<file path="config.mk">
export PLATFORM = sky130hd
export DESIGN_NAME = eth_fcs_engine
export DESIGN_NICKNAME = d
export VERILOG_FILES = /design/src/rtl/eth_crc_pkg.sv /design/src/rtl/crc32_nstep.sv /design/src/rtl/eth_fcs_engine.sv
export SDC_FILE = /design/constraint.sdc
export NUM_CORES = 1
export LEC_CHECK = 0
export BUFFER_PORTS_ARGS = -buffer_cell sky130_fd_sc_hd__buf_2
export CORE_ASPECT_RATIO = 0.8
export CORE_UTILIZATION = 54
export CTS_CLUSTER_SIZE = 40
export DETAILED_ROUTE_END_ITERATION = 12
export GPL_TIMING_DRIVEN = 1
export PLACE_DENSITY_LB_ADDON = 0.1
export SLEW_MARGIN = 20
export SYNTH_ARGS = -nofsm -noshare
export SYNTH_HDL_FRONTEND = slang
export SYNTH_SLANG_ARGS = --single-unit
export TNS_END_PERCENT = 5
</file>
<file path="constraint.sdc">
create_clock -name clk -period 2.3 [get_ports clk]
set_input_delay 0.115 -clock clk [delete_from_list [all_inputs] [get_ports clk]]
set_output_delay 0.115 -clock clk [all_outputs]
set_load 0.01 [all_outputs]
</file>
<file path="src/rtl/eth_crc_pkg.sv">
// Shared CRC-32 constants, FSM state type and the single-nibble CRC update
// used by the Ethernet FCS engine.
package eth_crc_pkg;

  localparam logic [31:0] CRC32_POLY_REFL = 32'hEDB88320;
  localparam logic [31:0] CRC32_INIT      = 32'hFFFFFFFF;
  localparam logic [31:0] CRC32_RESIDUE   = 32'hDEBB20E3;

  // Wide enough to count the 8 nibble words of an MII FCS.
  localparam int EMIT_CNT_W = 3;

  typedef enum logic [1:0] {
    IDLE  = 2'd0,
    ACCUM = 2'd1,
    EMIT  = 2'd2
  } fcs_state_t;

  function automatic logic [31:0] crc32_nibble(input logic [31:0] crc,
                                               input logic [3:0]  nib);
    logic [31:0] c;
    c = crc ^ {28'h0, nib};
    for (int i = 0; i < 4; i++) begin
      c = c[0] ? ((c >> 1) ^ CRC32_POLY_REFL) : (c >> 1);
    end
    return c;
  endfunction

endpackage

</file>
<file path="src/rtl/crc32_nstep.sv">
// Combinational CRC-32 update over NSTEPS nibbles, lowest nibble first.
module crc32_nstep #(
  parameter int NSTEPS = 2
) (
  input  logic [31:0]         crc_in,
  input  logic [4*NSTEPS-1:0] data,
  output logic [31:0]         crc_out
);
  import eth_crc_pkg::*;

  for (genvar g = 0; g < NSTEPS; g++) begin : g_step
    logic [31:0] c_in;
    logic [31:0] c_out;
    if (g == 0) begin : g_first
      assign c_in = crc_in;
    end else begin : g_chain
      assign c_in = g_step[g-1].c_out;
    end
    assign c_out = crc32_nibble(c_in, data[4*g +: 4]);
  end

  assign crc_out = g_step[NSTEPS-1].c_out;

endmodule

</file>
<file path="src/rtl/eth_fcs_engine.sv">
// Streaming Ethernet FCS engine: one-cycle passthrough, CRC accumulation,
// optional FCS append (TX) and residue check (RX).
module eth_fcs_engine #(
  parameter int DATA_W = 8
) (
  input  logic              clk,
  input  logic              reset_n,
  input  logic              sof,
  input  logic              eof,
  input  logic              in_valid,
  input  logic [DATA_W-1:0] in_data,
  output logic              in_ready,
  input  logic              append_fcs,
  output logic              out_valid,
  output logic [DATA_W-1:0] out_data,
  output logic              fcs_valid,
  output logic [31:0]       fcs_value,
  output logic              fcs_ok,
  output logic              frame_abort
);
  import eth_crc_pkg::*;

  localparam int NSTEPS = DATA_W / 4;
  localparam int NWORDS = 32 / DATA_W;
  localparam logic [EMIT_CNT_W-1:0] EMIT_LAST = EMIT_CNT_W'(NWORDS - 1);

  if (!(DATA_W == 4 || DATA_W == 8)) begin : g_bad_width
    $error("eth_fcs_engine: DATA_W must be 4 or 8");
  end

  fcs_state_t              state_q, state_d;
  logic [31:0]             crc_q, crc_d, crc_base, crc_next;
  logic [31:0]             sr_q, sr_d;
  logic [EMIT_CNT_W-1:0]   emit_cnt_q, emit_cnt_d;
  logic                    in_ready_q, in_ready_d;
  logic                    out_valid_q, out_valid_d;
  logic [DATA_W-1:0]       out_data_q, out_data_d;
  logic                    fcs_valid_q, fcs_valid_d;
  logic [31:0]             fcs_value_q, fcs_value_d;
  logic                    fcs_ok_q, fcs_ok_d;
  logic                    frame_abort_q, frame_abort_d;
  logic                    accept;
  logic                    close_frame;

  assign accept   = in_valid & in_ready_q;
  assign crc_base = sof ? CRC32_INIT : crc_q;

  crc32_nstep #(.NSTEPS(NSTEPS)) u_crc (
    .crc_in  (crc_base),
    .data    (in_data),
    .crc_out (crc_next)
  );

  always_comb begin
    state_d       = state_q;
    crc_d         = crc_q;
    sr_d          = sr_q;
    emit_cnt_d    = emit_cnt_q;
    out_valid_d   = 1'b0;
    out_data_d    = '0;
    fcs_valid_d   = 1'b0;
    fcs_value_d   = fcs_value_q;
    fcs_ok_d      = fcs_ok_q;
    frame_abort_d = 1'b0;
    close_frame   = 1'b0;

    if (accept) begin
      out_valid_d = 1'b1;
      out_data_d  = in_data;
    end

    case (state_q)
      IDLE: begin
        // Words outside a frame pass through but never touch the CRC.
        if (accept && sof) begin
          crc_d       = crc_next;
          state_d     = ACCUM;
          close_frame = eof;
        end
      end
      ACCUM: begin
        if (accept) begin
          crc_d         = crc_next;
          frame_abort_d = sof;
          close_frame   = eof;
        end
      end
      EMIT: begin
        out_valid_d = 1'b1;
        out_data_d  = sr_q[DATA_W-1:0];
        sr_d        = sr_q >> DATA_W;
        if (emit_cnt_q == '0) begin
          state_d = IDLE;
        end else begin
          emit_cnt_d = emit_cnt_q - EMIT_CNT_W'(1);
        end
      end
      default: state_d = IDLE;
    endcase

    if (close_frame) begin
      fcs_valid_d = 1'b1;
      fcs_value_d = ~crc_next;
      fcs_ok_d    = (crc_next == CRC32_RESIDUE);
      crc_d       = CRC32_INIT;
      if (append_fcs) begin
        state_d    = EMIT;
        sr_d       = ~crc_next;
        emit_cnt_d = EMIT_LAST;
      end else begin
        state_d = IDLE;
      end
    end

    in_ready_d = (state_d != EMIT);
  end

  always_ff @(posedge clk or negedge reset_n) begin
    if (!reset_n) begin
      state_q       <= IDLE;
      crc_q         <= CRC32_INIT;
      sr_q          <= '0;
      emit_cnt_q    <= '0;
      in_ready_q    <= 1'b1;
      out_valid_q   <= 1'b0;
      out_data_q    <= '0;
      fcs_valid_q   <= 1'b0;
      fcs_value_q   <= '0;
      fcs_ok_q      <= 1'b0;
      frame_abort_q <= 1'b0;
    end else begin
      state_q       <= state_d;
      crc_q         <= crc_d;
      sr_q          <= sr_d;
      emit_cnt_q    <= emit_cnt_d;
      in_ready_q    <= in_ready_d;
      out_valid_q   <= out_valid_d;
      out_data_q    <= out_data_d;
      fcs_valid_q   <= fcs_valid_d;
      fcs_value_q   <= fcs_value_d;
      fcs_ok_q      <= fcs_ok_d;
      frame_abort_q <= frame_abort_d;
    end
  end

  assign in_ready    = in_ready_q;
  assign out_valid   = out_valid_q;
  assign out_data    = out_data_q;
  assign fcs_valid   = fcs_valid_q;
  assign fcs_value   = fcs_value_q;
  assign fcs_ok      = fcs_ok_q;
  assign frame_abort = frame_abort_q;

endmodule
</file>
==> run_results.csv, run 1 <==
group,metric,value,unit
clocking,clkLatencyLatePin,420,ps
sta,finalHoldViolCount,0,
final_layout,n_antenna_cell,0,
power_and_ir_drop,p_leak,3.73,nW
power_and_ir_drop,p_total,0.0144,W
drt,totalWireLength,18000,um
worst_setup_path,r2r_end,"fcs_ok",
drt,num_vias,5134,
clocking,clockBufferDepth,2,
worst_setup_path,r2r_slack,-250,ps
status,outcome,"complete, but fails checks",
worst_hold_path,hold_path_end,"out_data[5]",
drt,drtIter0Drc,369,
synth,ys_warn_count,0,
final_layout,multi_input_area,3250,um^2
worst_hold_path,holdCritStartpoint,"in_data[5]",
final_layout,syn2layout_area_growth,31.3,%
power_and_ir_drop,power_density,1780,nW/um^2
synth,ys_types,50,
sta,period_share,1.11,
synth,syn-instance-count,616,
synth,synth-seq-area-share,0.471,
worst_setup_path,cp_slowest_cell,"dfstp_2",
drt,ant_nets,0,
drt,drc,0,
clocking,cts_tree,"done",
synth,synth_top_area_frac,0.330,
sta,worst_pin_slew,638,ps
clocking,cts_root_buf,"clkbuf_16",
global_routing,grt_pass1_vias,4953,
worst_setup_path,cp_cell_sequence,"xor3_1 -> or3_4 -> a22o_1 -> mux2i_2 -> o221ai_2 -> nor4_4 -> a32o_2",
final_layout,stdcell_area,8060,um^2
placed_design,place_congestion,0.916,
sta,whs,29.6,ps
global_routing,gr-usage-all-layers,0.331,
global_routing,antenna_found_initial,0,
worst_setup_path,worstPathArrival,2900,ps
final_layout,layout-drive-gt1-share,0.384,
sta,max_slew_margin,0.573,
die,rows,34,
sta,setup_viol,10,
placed_design,post_dp_cell_area,7240,um^2
clocking,clock_sinks,114,
worst_setup_path,critPathLaunchType,"register",
flow_run,cap_violations,0,
worst_hold_path,whs_path_depth,2,
worst_setup_path,setup.worst_path.class,"reg -> reg",
synth,ys_seq_elements,114,
synth,synth_edf_count,0,
sta,slew_violations,0,
final_layout,fillers,796,
sta,skew,7.45,ps
die,die_area,11800,um^2
synth,syn_area,6140,um^2
final_layout,nNetsFinal,774,
synth,yosys.area.top_type,"dfrtp_1",
global_routing,grt_start_max_net_pins,50,
synth,ys_top_cells_by_area,"dfrtp_1 (33%), dfstp_2 (14%), xnor2_1 (8.7%)",
final_layout,fin_cells,914,
placed_design,numPortBuffers,58,
worst_setup_path,crit_required,2660,ps
drt,routed_via_density,5.62,
drt,drt-wirelength-per-cell,19.7,um
die,die_h,97.4,um
clocking,cts_made_buffers,17,
synth,async_flop_share,1.00,
die,core_area,11000,um^2
synth,syn-mean-instance-area,9.97,um^2
global_routing,overflow,0,
worst_setup_path,r2r-start,"crc_q[29]",
worst_setup_path,end_kind,"register",
final_layout,register_area,2890,um^2
clocking,clkTransAtPathRegs,60,ps
worst_setup_path,reg2reg_depth,7,
drt,first_pass_iters,5,
synth,ys.flop_type,"dfrtp_1",
worst_setup_path,cpPeakStageDelay,570,ps
clocking,htree_num_levels,4,
status,violations,"negative setup slack",
sta,rsz0062_at_grt,"yes",
sta,period_minus_slack,2550,ps
die,start_util,0.560,
worst_hold_path,hp-class,"in -> reg",
placed_design,hpwl,13200,um
global_routing,grt_pass1_wl,28200,um
worst_setup_path,path_max_fanout,2,
placed_design,dp.cells,875,
sta,fmax,0.393,GHz
sta,timing.final.ws_setup,-245,ps
die,ios,59,
synth,synth_nets,633,
die,die_width,121,um
power_and_ir_drop,vdd_ir_drop_max,1.06,mV
placed cells by master, fill, tap and decap left out, types with 6 or more instances in the layout:
cell type / n
a31oi_1: 26
nor2_1: 79
xnor2_2: 9
xor2_2: 6
inv_1: 7
o21ai_0: 20
xnor3_1: 7
a22o_1: 9
nand2_1: 72
xor2_1: 14
mux2_2: 25
dfrtp_1: 81
dfstp_2: 33
xnor2_1: 53
buf_2: 57
clkbuf_16: 17
a21oi_1: 32
buf_4: 101
nand3_1: 9
flip-flops by register name, summed over array words and instances, names as in the netlist, 2 cells and up:
name,count
fcs_value,32
crc_q,32
out_data,8
state_q,2
sr_q,32
emit_cnt_q,3
metrics by stage:
step	TNS [ps]	util	setup slack (ps)
2_1_floorplan	-38.4	-	-38.4
3_3_place_gp	-1050	0.660	-320
3_5_place_dp	-1300	0.660	-423
4_1_cts	-311	0.728	-209
5_1_grt	-1990	0.735	-285
6_report	-473	0.735	-245
final cells by class:
class | count | area share
clock buffer | 20 | 0.0579
multi-input combinational | 450 | 0.403
tap | 144 | 0.0223
timing repair buffer | 165 | 0.142
clock inverter | 12 | 0.0118
sequential | 114 | 0.359
inverter | 9 | 0.00419
routing by layer:
layer  GRT usage  share of wire  vias to the layer above
met2       0.497           0.45                      170
met4       0.121          0.026                        0
met5           0              0                        -
li1            -              -                     2362
met1       0.468           0.47                     2565
met3      0.0804          0.058                       37
cells in the mapped netlist, types with 6 or more instances:
| cell type | n |
|---|---|
| clkbuf_1 | 23 |
| xnor2_1 | 61 |
| or3_1 | 7 |
| xnor3_1 | 9 |
| a21oi_1 | 32 |
| inv_1 | 8 |
| dfstp_2 | 33 |
| and3_1 | 6 |
| buf_2 | 13 |
| o21ai_0 | 21 |
| mux2_2 | 25 |
| mux2i_1 | 6 |
| nand3_1 | 9 |
| dfrtp_1 | 81 |
| a22o_1 | 9 |
| nand2_1 | 75 |
| xor2_1 | 20 |
| nor2_1 | 81 |
| a31oi_1 | 26 |
worst max-delay path: cells and delay by family (launching register included):
family / cells / cell delay, ps
AO/OA/AOI/OAI: 3 / 580
XOR/XNOR: 1 / 420
flip-flops: 1 / 570
AND/OR/NAND/NOR: 2 / 710
multiplexers: 1 / 210
power breakdown:
group | switching, W | internal, W
clock | 0.00101 | 0.00148
sequential | 0.000619 | 0.00311
combinational | 0.00417 | 0.00399
logic make-up (layout without fill, tap and decap cells):
| group | count (synthesis) | count (layout) | synth area share |
|---|---|---|---|
| AOI/OAI and AO/OA | 107 | 107 | 0.109 |
| buffers and inverters | 52 | 206 | 0.0369 |
| muxes | 31 | 31 | 0.0556 |
| adders and majority gates | 3 | 3 | 0.00611 |
| and+or+nand+nor | 213 | 213 | 0.154 |
| DFF | 114 | 114 | 0.471 |
| xor gates and xnor gates | 96 | 96 | 0.167 |
how the worst max path moves through the flow:
stage	startpoint	end	slack, ps	cells after the start
global placement	crc_q[1]	fcs_ok	-320	10
detailed placement	crc_q[7]	fcs_ok	-420	8
floorplan	crc_q[1]	fcs_ok	-40	9
global route	crc_q[0]	fcs_ok	-290	10
finish	crc_q[29]	fcs_ok	-250	7
CTS	crc_q[29]	fcs_ok	-210	7
what timing repair did:
item,in CTS,in global routing
pin swaps,11,2
endpoints found under the hold margin,35,0
hold buffers,4,0
endpoints found under the setup margin,15,28
cloned,0,0
resized for setup,21,11
setup buffers,3,0
(Power assumes the default switching activity.)
==> inputs of run 2 (changes only) <==
--- a/config.mk
+++ b/config.mk
@@ -6,7 +6,7 @@
 export NUM_CORES = 1
 export LEC_CHECK = 0
 export BUFFER_PORTS_ARGS = -buffer_cell sky130_fd_sc_hd__buf_2
-export CORE_ASPECT_RATIO = 0.8
+export CORE_ASPECT_RATIO = 1.4
 export CORE_UTILIZATION = 54
 export CTS_CLUSTER_SIZE = 40
 export DETAILED_ROUTE_END_ITERATION = 12
==> run 2 against run 1 <==
Compared with the run above: the flow still finishes with violations (negative setup slack); worst hold slack better by 29 ps; total power down 0.87%; non-clock buffer count down 15; sequential share of layout area up 0.33 points; core utilization down 0.70 points; setup slack better by 140 ps; first-iteration DRC count down 6.0%; clock skew up 0.73 ps.
==> run_results.csv, run 2 (synthesized netlist as in run 1, its figures left out) <==
group,metric,value,unit
worst_hold_path,hp-class,"in -> reg",
sta,period_share,1.05,
worst_setup_path,path_max_fanout,4,
drt,first_pass_iters,6,
final_layout,n_antenna_cell,0,
clocking,clock_sinks,114,
placed_design,numPortBuffers,58,
power_and_ir_drop,vdd_ir_drop_max,1.10,mV
sta,fmax,0.416,GHz
worst_setup_path,r2r-start,"crc_q[4]",
final_layout,nNetsFinal,759,
sta,skew,8.18,ps
global_routing,overflow,0,
clocking,cts_made_buffers,17,
sta,rsz0062_at_grt,"yes",
placed_design,dp.cells,858,
flow_run,cap_violations,0,
final_layout,syn2layout_area_growth,30.1,%
sta,setup_viol,8,
worst_setup_path,r2r_end,"fcs_value[23]",
drt,ant_nets,0,
global_routing,use_met3,0.0611,
drt,routed_via_density,5.73,
global_routing,grt_pass1_wl,28300,um
worst_setup_path,critPathLaunchType,"register",
die,die_width,92.1,um
drt,drc,0,
worst_hold_path,holdCritStartpoint,"in_data[4]",
worst_setup_path,setup.worst_path.class,"reg -> reg",
sta,finalHoldViolCount,0,
power_and_ir_drop,power_density,1780,nW/um^2
drt,drtIter0Drc,347,
die,die_area,11800,um^2
placed_design,pre_cts_ws,-149,ps
worst_setup_path,worstPathArrival,2700,ps
sta,period_minus_slack,2410,ps
final_layout,layout_common_cells,"buf_4 (83), dfrtp_1 (81), nor2_1 (79)",
worst_setup_path,r2r_slack,-110,ps
global_routing,gr-usage-met2,0.543,
status,violations,"negative setup slack",
drt,num_vias,5138,
placed_design,hpwl,13300,um
status,outcome,"complete, but fails checks",
die,ios,59,
clocking,clkLatencyLatePin,410,ps
sta,slew_violations,0,
global_routing,grtUsageMet1,0.405,
die,start_util,0.559,
global_routing,antenna_found_initial,0,
clocking,htree_num_levels,4,
final_layout,layout-drive-gt1-share,0.370,
clocking,cts_root_buf,"clkbuf_16",
clocking,clockBufferDepth,2,
worst_hold_path,hold_path_end,"out_data[4]",
die,die_h,128,um
sta,timing.final.ws_setup,-106,ps
placed_design,place_congestion,0.946,
clocking,cts_tree,"done",
final_layout,fin_cells,896,
sta,worst_pin_slew,601,ps
final_layout,layout_commonest_cell,"buf_4",
sta,max_slew_margin,0.598,
power_and_ir_drop,p_leak,3.68,nW
drt,totalWireLength,18300,um
clocking,clkTransAtPathRegs,60,ps
worst_setup_path,end_kind,"register",
worst_hold_path,whs_path_depth,2,
die,rows,45,
global_routing,grt_pass1_vias,5113,
global_routing,grt_start_max_net_pins,71,
drt,drt-wirelength-per-cell,20.5,um
global_routing,globalRoute.busiestLayer,"met2",
die,core_area,11000,um^2
worst_setup_path,crit_required,2600,ps
worst_setup_path,reg2reg_depth,7,
worst_setup_path,crit_start,"crc_q[4]",
global_routing,gr-usage-all-layers,0.327,
[run 2: cell count changes in the layout (fill, tap and decap cells not counted), moves of 2 or more]
cell	before	now
buf_6	0	2
bufinv_16	0	2
xor2_4	0	2
a21oi_1	32	30
or3_4	2	4
a21oi_2	0	2
xnor2_1	53	56
or3_1	5	3
buf_4	101	83
xor2_2	6	3
xnor2_2	9	7
[run 2: critical path, stage by stage (launching register included)]
cell and delay [ps]:
dfstp_2 570, buf_6 130, xnor3_1 320, nand2_2 130, xnor2_4 160, xnor3_2 500, xor2_4 210, mux2_2 280
[run 2: stage by stage]
step	util	total power, W	instance area, um^2	hold WS [ps]	setup TNS (ps)
finish	0.728	0.0143	7990	59.0	-507
detailed placement	0.651	0.0108	7150	-36.7	-723
global route	0.728	0.0150	7990	50.6	-1330
floorplan	-	0.00785	6180	-181	-38.4
global placement	0.651	0.0107	7150	-41.5	-502
CTS	0.717	0.0138	7870	44.8	-155
[run 2: power breakdown]
part           internal, W  total [W]  switching [W]
clock network      0.00167    0.00269        0.00102
logic              0.00378    0.00784        0.00406
registers          0.00311    0.00373       0.000618
[run 2: what timing repair did]
action | 4_1_cts | 5_1_grt
gates resized for setup | 15 | 20
hold buffers | 4 | 0
hold endpoints to repair | 92 | 0
setup buffers | 0 | 2
pin swaps | 6 | 11
setup endpoints to repair | 19 | 19
[run 2: layout make-up]
cell class | count | area, um^2
clock buffers | 19 | 453
clock inverters | 13 | 148
fillers | 835 | 2990
inverters | 9 | 33.8
multi-input cells | 450 | 3230
flip-flops and latches | 114 | 2890
well taps | 141 | 176
repair buffers | 150 | 1050
[run 2: how the worst max path moves through the flow]
stage | depth (start not counted) | to
2_1_floorplan | 9 | fcs_ok
3_3_place_gp | 8 | fcs_ok
3_5_place_dp | 8 | fcs_ok
4_1_cts | 7 | fcs_ok
5_1_grt | 7 | fcs_ok
6_report | 7 | fcs_value[23]
[run 2: per-layer routing]
metal	wire (um)	vias up
li1	-	2338
met1	7420	2559
met2	9130	186
met3	845	55
met4	923	0
met5	0	-
